===== src/rtl/src_pkg.sv =====
// Shared constants and types for the source-window read sequencer.
package src_pkg;

  localparam int IMG_W  = 28;
  localparam int IMG_H  = 28;
  localparam int K      = 3;
  localparam int ADDR_W = 12;
  localparam int TAP_W  = 4;
  localparam int POS_W  = 5;

  typedef enum logic [1:0] {
    IDLE  = 2'd0,
    RUN   = 2'd1,
    DRAIN = 2'd2,
    DONE  = 2'd3
  } state_t;

  // Identifies one issued read so it can be re-associated with qa later.
  typedef struct packed {
    logic             vld;
    logic [TAP_W-1:0] tap;
    logic [POS_W-1:0] row;
    logic [POS_W-1:0] col;
  } tag_t;

endpackage


===== src/rtl/src_win_seq_rd_tag_pipe.sv =====
// Delay line matching the source-buffer read latency; carries the read tag
// alongside the data so the consumer sees tap/position aligned with qa.
module rd_tag_pipe
  import src_pkg::*;
#(
  parameter int RD_LAT = 2
) (
  input  logic clk,
  input  logic rst,
  input  tag_t din,
  output tag_t dout,
  output logic empty
);

  tag_t stg [1:RD_LAT];

  always_ff @(posedge clk) begin
    if (rst) begin
      for (int i = 1; i <= RD_LAT; i++) stg[i] <= '0;
    end else begin
      stg[1] <= din;
      for (int i = 2; i <= RD_LAT; i++) stg[i] <= stg[i-1];
    end
  end

  always_comb begin
    empty = 1'b1;
    for (int i = 1; i <= RD_LAT; i++)
      if (stg[i].vld) empty = 1'b0;
  end

  assign dout = stg[RD_LAT];

endmodule


===== src/rtl/src_win_seq.sv =====
// Walks every KxK window of the source image, issuing one buffer read per
// cycle, and re-aligns each read's tap/position tag with the returned data.
module src_win_seq #(
  parameter int IMG_W  = src_pkg::IMG_W,
  parameter int IMG_H  = src_pkg::IMG_H,
  parameter int K      = src_pkg::K,
  parameter int RD_LAT = 2
) (
  input  logic        clk,
  input  logic        rst,
  input  logic        start,
  input  logic        stall,
  output logic        cena,
  output logic [11:0] aa,
  output logic        win_valid,
  output logic [3:0]  win_tap,
  output logic [4:0]  pos_row,
  output logic [4:0]  pos_col,
  output logic        last_tap,
  output logic        busy,
  output logic        done
);
  import src_pkg::*;

  localparam logic [ADDR_W-1:0] W_A    = ADDR_W'(IMG_W);
  localparam logic [POS_W-1:0]  C_LAST = POS_W'(IMG_W - K);
  localparam logic [POS_W-1:0]  R_LAST = POS_W'(IMG_H - K);
  localparam logic [TAP_W-1:0]  K_LAST = TAP_W'(K - 1);
  localparam logic [TAP_W-1:0]  T_LAST = TAP_W'(K*K - 1);

  state_t            state;
  logic [POS_W-1:0]  r, c;
  logic [TAP_W-1:0]  kr, kc, tap;
  // Running bases: row_base = r*W, pos_base = row_base+c, tap_row = pos_base+kr*W
  logic [ADDR_W-1:0] row_base, pos_base, tap_row;
  logic              issue, last_issue, pipe_empty;
  tag_t              tag_in, tag_out;

  assign issue      = (state == RUN) && !stall;
  assign last_issue = (r == R_LAST) && (c == C_LAST) && (kr == K_LAST) && (kc == K_LAST);
  assign cena       = ~(issue && !rst);

  always_comb begin
    tag_in = '0;
    if (issue) begin
      tag_in.vld = 1'b1;
      tag_in.tap = tap;
      tag_in.row = r;
      tag_in.col = c;
    end
  end

  always_ff @(posedge clk) begin
    if (rst) begin
      state    <= IDLE;
      r        <= '0;
      c        <= '0;
      kr       <= '0;
      kc       <= '0;
      tap      <= '0;
      row_base <= '0;
      pos_base <= '0;
      tap_row  <= '0;
      aa       <= '0;
      busy     <= 1'b0;
      done     <= 1'b0;
    end else begin
      case (state)
        IDLE: if (start) begin
          state    <= RUN;
          busy     <= 1'b1;
          r        <= '0;
          c        <= '0;
          kr       <= '0;
          kc       <= '0;
          tap      <= '0;
          row_base <= '0;
          pos_base <= '0;
          tap_row  <= '0;
          aa       <= '0;
        end
        RUN: if (issue) begin
          if (last_issue) begin
            state <= DRAIN;
          end else if (kc != K_LAST) begin
            kc  <= kc + 1'b1;
            tap <= tap + 1'b1;
            aa  <= aa + 1'b1;
          end else if (kr != K_LAST) begin
            kc      <= '0;
            kr      <= kr + 1'b1;
            tap     <= tap + 1'b1;
            tap_row <= tap_row + W_A;
            aa      <= tap_row + W_A;
          end else if (c != C_LAST) begin
            kc       <= '0;
            kr       <= '0;
            tap      <= '0;
            c        <= c + 1'b1;
            pos_base <= pos_base + 1'b1;
            tap_row  <= pos_base + 1'b1;
            aa       <= pos_base + 1'b1;
          end else begin
            kc       <= '0;
            kr       <= '0;
            tap      <= '0;
            c        <= '0;
            r        <= r + 1'b1;
            row_base <= row_base + W_A;
            pos_base <= row_base + W_A;
            tap_row  <= row_base + W_A;
            aa       <= row_base + W_A;
          end
        end
        DRAIN: if (pipe_empty) begin
          state <= DONE;
          done  <= 1'b1;
        end
        DONE: begin
          state <= IDLE;
          done  <= 1'b0;
          busy  <= 1'b0;
        end
        default: state <= IDLE;
      endcase
    end
  end

  rd_tag_pipe #(.RD_LAT(RD_LAT)) u_pipe (
    .clk   (clk),
    .rst   (rst),
    .din   (tag_in),
    .dout  (tag_out),
    .empty (pipe_empty)
  );

  assign win_valid = tag_out.vld;
  assign win_tap   = tag_out.tap;
  assign pos_row   = tag_out.row;
  assign pos_col   = tag_out.col;
  assign last_tap  = tag_out.vld && (tag_out.tap == T_LAST);

endmodule


===== config.mk =====
export PLATFORM = sky130hd
export DESIGN_NAME = src_win_seq
export DESIGN_NICKNAME = d
export VERILOG_FILES = /design/src/rtl/src_pkg.sv /design/src/rtl/src_win_seq_rd_tag_pipe.sv /design/src/rtl/src_win_seq.sv
export SDC_FILE = /design/constraint.sdc
export NUM_CORES = 1
export LEC_CHECK = 0
export ABC_AREA = 1
export CAP_MARGIN = 0
export CORE_MARGIN = 10
export CORE_UTILIZATION = 40
export DETAILED_ROUTE_END_ITERATION = 16
export DONT_BUFFER_PORTS = 1
export GPL_TIMING_DRIVEN = 0
export PLACE_DENSITY = 0.57
export SYNTH_ARGS = -nofsm -noshare
export SYNTH_HDL_FRONTEND = slang
export SYNTH_SLANG_ARGS = --single-unit

===== constraint.sdc =====
create_clock -name clk -period 4.36 [get_ports clk]
set_input_delay 0.872 -clock clk [delete_from_list [all_inputs] [get_ports clk]]
set_output_delay 0.872 -clock clk [all_outputs]
set_load 0.005 [all_outputs]

==> impl_metrics.toml <==
[clock_network]
cts_made_buffers = 9
cts.sinks = 102
post_cts_buffers = 0
cts_tree = "yes"
clk_pin_slew_ps = 70
cts_max_level = 3
post_cts_resized = 0
cts-root-buf = "clkbuf_16"
cts_buffer_depth = 2
hold_buffers = 0
clk_latency_ps = 360

[timing]
maxSlewHeadroom_pct = 57.9
rsz0062_at_grt = "false"
slew_violations = 0
setup_tns_ps = 0
finClkSkew_ps = 10.1
setup_viol = 0
final.min_clock_period_ps = 3120
fmax_mhz = 321
hold_viol = 0
worst_pin_slew_ps = 632
timing.final.crit_share_pct = 71.5

[critical_path]
critical_path_buf_inv_count = 6
cp-start-kind = "flip-flop"
r2r-start = "state[0]"
path_cells = "inv_1 > ha_1 > buf_4 > inv_4 > nor2_2 > inv_1 > nor2_1 > inv_2 > buf_2"
required_ps = 3490
critPathMaxStageDelay_ps = 340
worstSetupStartpoint = "state[1]"
critPathCaptureType = "output pin"
crit_top_cell = "inv_1"
crit_path_top_delay_cell = "nor2_2"
worstPathArrival_ps = 2250
crit_type = "flip-flop to output pin"
critPathTopFamily = "buffers and inverters"
path_max_fanout = 10

[cells_and_area]
nets = 774
final_cell_area_mm2 = 0.00567
final_cell_mix = "169 x nand2_1, 105 x inv_1, 102 x dfxtp_1, 79 x nor2_1, 76 x nand3_1"
final_common_cell = "nand2_1"
area_delta_synth_final_pct = 10.5
layout-drive-gt1-share_pct = 6.74
num_antenna_cells = 0

[synth]
synth_edf_count = 0
synth_compound_area_share_pct = 11.4
syn-num-nets = 763
synth_top_area_share_pct = 39.8
synthAdderAreaFrac_pct = 4.39
synthesis.area_mm2 = 0.00513
synth_top_family_by_area = "simple AND/OR/NAND/NOR gates"
synthXorXnorAreaFrac_pct = 1.88
yosysTopAreaCell = "dfxtp_1"
avgSynthCellArea_um2 = 6.92
muxShareOfSynthArea_pct = 0
synthTopCellsByArea = "dfxtp_1 40%, nand2_1 12%, inv_1 7.7%"
netlist-cell-type-count = 42
yosys_warnings = 0
synth_ff_type = "dfxtp_1"
synth.yosys.seq_area_share_pct = 39.8
synth_simple_gate_area_share_pct = 32.2
async_flop_share_pct = 0
synth_seq_cells = 102
syn_inst = 741

[power_and_ir_drop]
p_switching_mw = 1.28
p_leak_nw = 2.25
p_sw_share_pct = 40.8
pwr-share-comb_pct = 36.8
powerDensity_mw_per_mm2 = 552
p_seq_share_pct = 35.8
clkPwrFrac_pct = 27.4
p_int_mw = 1.85
power_mw = 3.13
peakVddDrop_mv = 0.254

[floorplan]
fp-row-count = 41
die_area_mm2 = 0.0178
coreArea_mm2 = 0.0126
ios = 35
chipHeight_um = 133
start_util_pct = 40.8
die_w_um = 133

[drt]
via_per_inst = 4.99
drc_errors = 0
top_layer = "met4"
dr_total_vias = 4640
drtPass1Iterations = 5
drt_iter0_markers = 376
wl_met3_um = 574
drt-met1-wl_um = 5760
wl_per_cell_um = 13.5
detail-route-antenna-nets = 0
drt-total-wl_um = 12600
met2WireLength_um = 5960

[global_route]
grt_usage_pct = 14.2
antenna_found_initial = 0
grt_start_max_net_pins = 21
grt_first_pass_wirelength_um = 20600
grt_pass1_vias = 4266
grt_overflow = 0

[status]
status = "finished, final reports clean"

[hold_path]
holdCritPathClass = "flip-flop to flip-flop"
hp-start = "u_pipe.stg[1][13]"

[place]
gp_congestion = 0.909
place_area_mm2 = 0.00534
dp_hpwl_um = 9790
io_buffers = 0

[run]
maxCapViolCount = 0
routing by layer:
layer	vias to the layer above	GRT usage (%)
met5	-	0
met4	0	6.11
met3	22	3.12
met2	89	23.7
met1	2123	17.1
li1	2406	-
stage by stage:
step                      hold slack, ps  std cells  setup WS [ps]  utilization, %
final                                404        929           1240            45.1
after global routing                 416        929           1070            45.1
after CTS                            407        929           1230            45.1
after detailed placement             396        913           1650            42.5
after global placement               389        913           1640            42.5
after floorplan                      388        741           1960               -
cell usage after synthesis (all sizes together), types with 6 or more instances:
| cell type | instances |
|---|---|
| nand2 | 172 |
| inv | 112 |
| dfxtp | 102 |
| nor2 | 82 |
| nand3 | 80 |
| a21oi | 50 |
| o21ai | 39 |
| ha | 18 |
| nand4 | 16 |
| nor3 | 15 |
| buf | 13 |
| xor2 | 6 |
sequential cells by signal, summed over array words and instances (netlist names):
| signal | flops |
|---|---|
| r | 5 |
| kr | 4 |
| pos_base | 12 |
| tap | 4 |
| tap_row | 12 |
| aa | 12 |
| c | 5 |
| row_base | 10 |
| done | 1 |
| busy | 1 |
| u_pipe.stg | 30 |
| state | 2 |
| kc | 4 |
power groups by stage:
stage | registers (mW) | logic [mW] | clock network (mW)
finish | 1.12 | 1.15 | 0.857
global route | 1.14 | 1.30 | 0.917
CTS | 1.12 | 1.16 | 0.877
detailed placement | 1.14 | 1.15 | 0
global placement | 1.14 | 1.14 | 0
floorplan | 1.12 | 0.860 | 0
layout make-up:
class,instances,area [um^2]
Clock inverter,7,97.6
Buffer,18,106
Inverter,113,427
Clock buffer,9,225
Sequential cell,102,2040
Fill cell,1298,6900
Tap cell,172,215
Multi-Input combinational cell,508,2550
final timing paths:
path                            slack [ps]  cells past startpoint                end
worst max-delay path                  1240                      9               cena
worst min register to register         400                      2  u_pipe.stg[2][13]
worst min-delay path                   400                      2  u_pipe.stg[2][13]
worst max register to register        2190                      9        pos_base[6]
kinds of logic after synthesis:
family | after synthesis
compound gates | 105
xor+xnor | 11
fa+ha+maj | 18
buf+inv | 131
flops | 102
simple gates | 374
worst min-delay path: stages, from the launching register on:
cell	delay, ps
dfxtp_1	300
inv_1	40
nor2_1	30
Note: power is estimated with default switching activity, not from simulation.
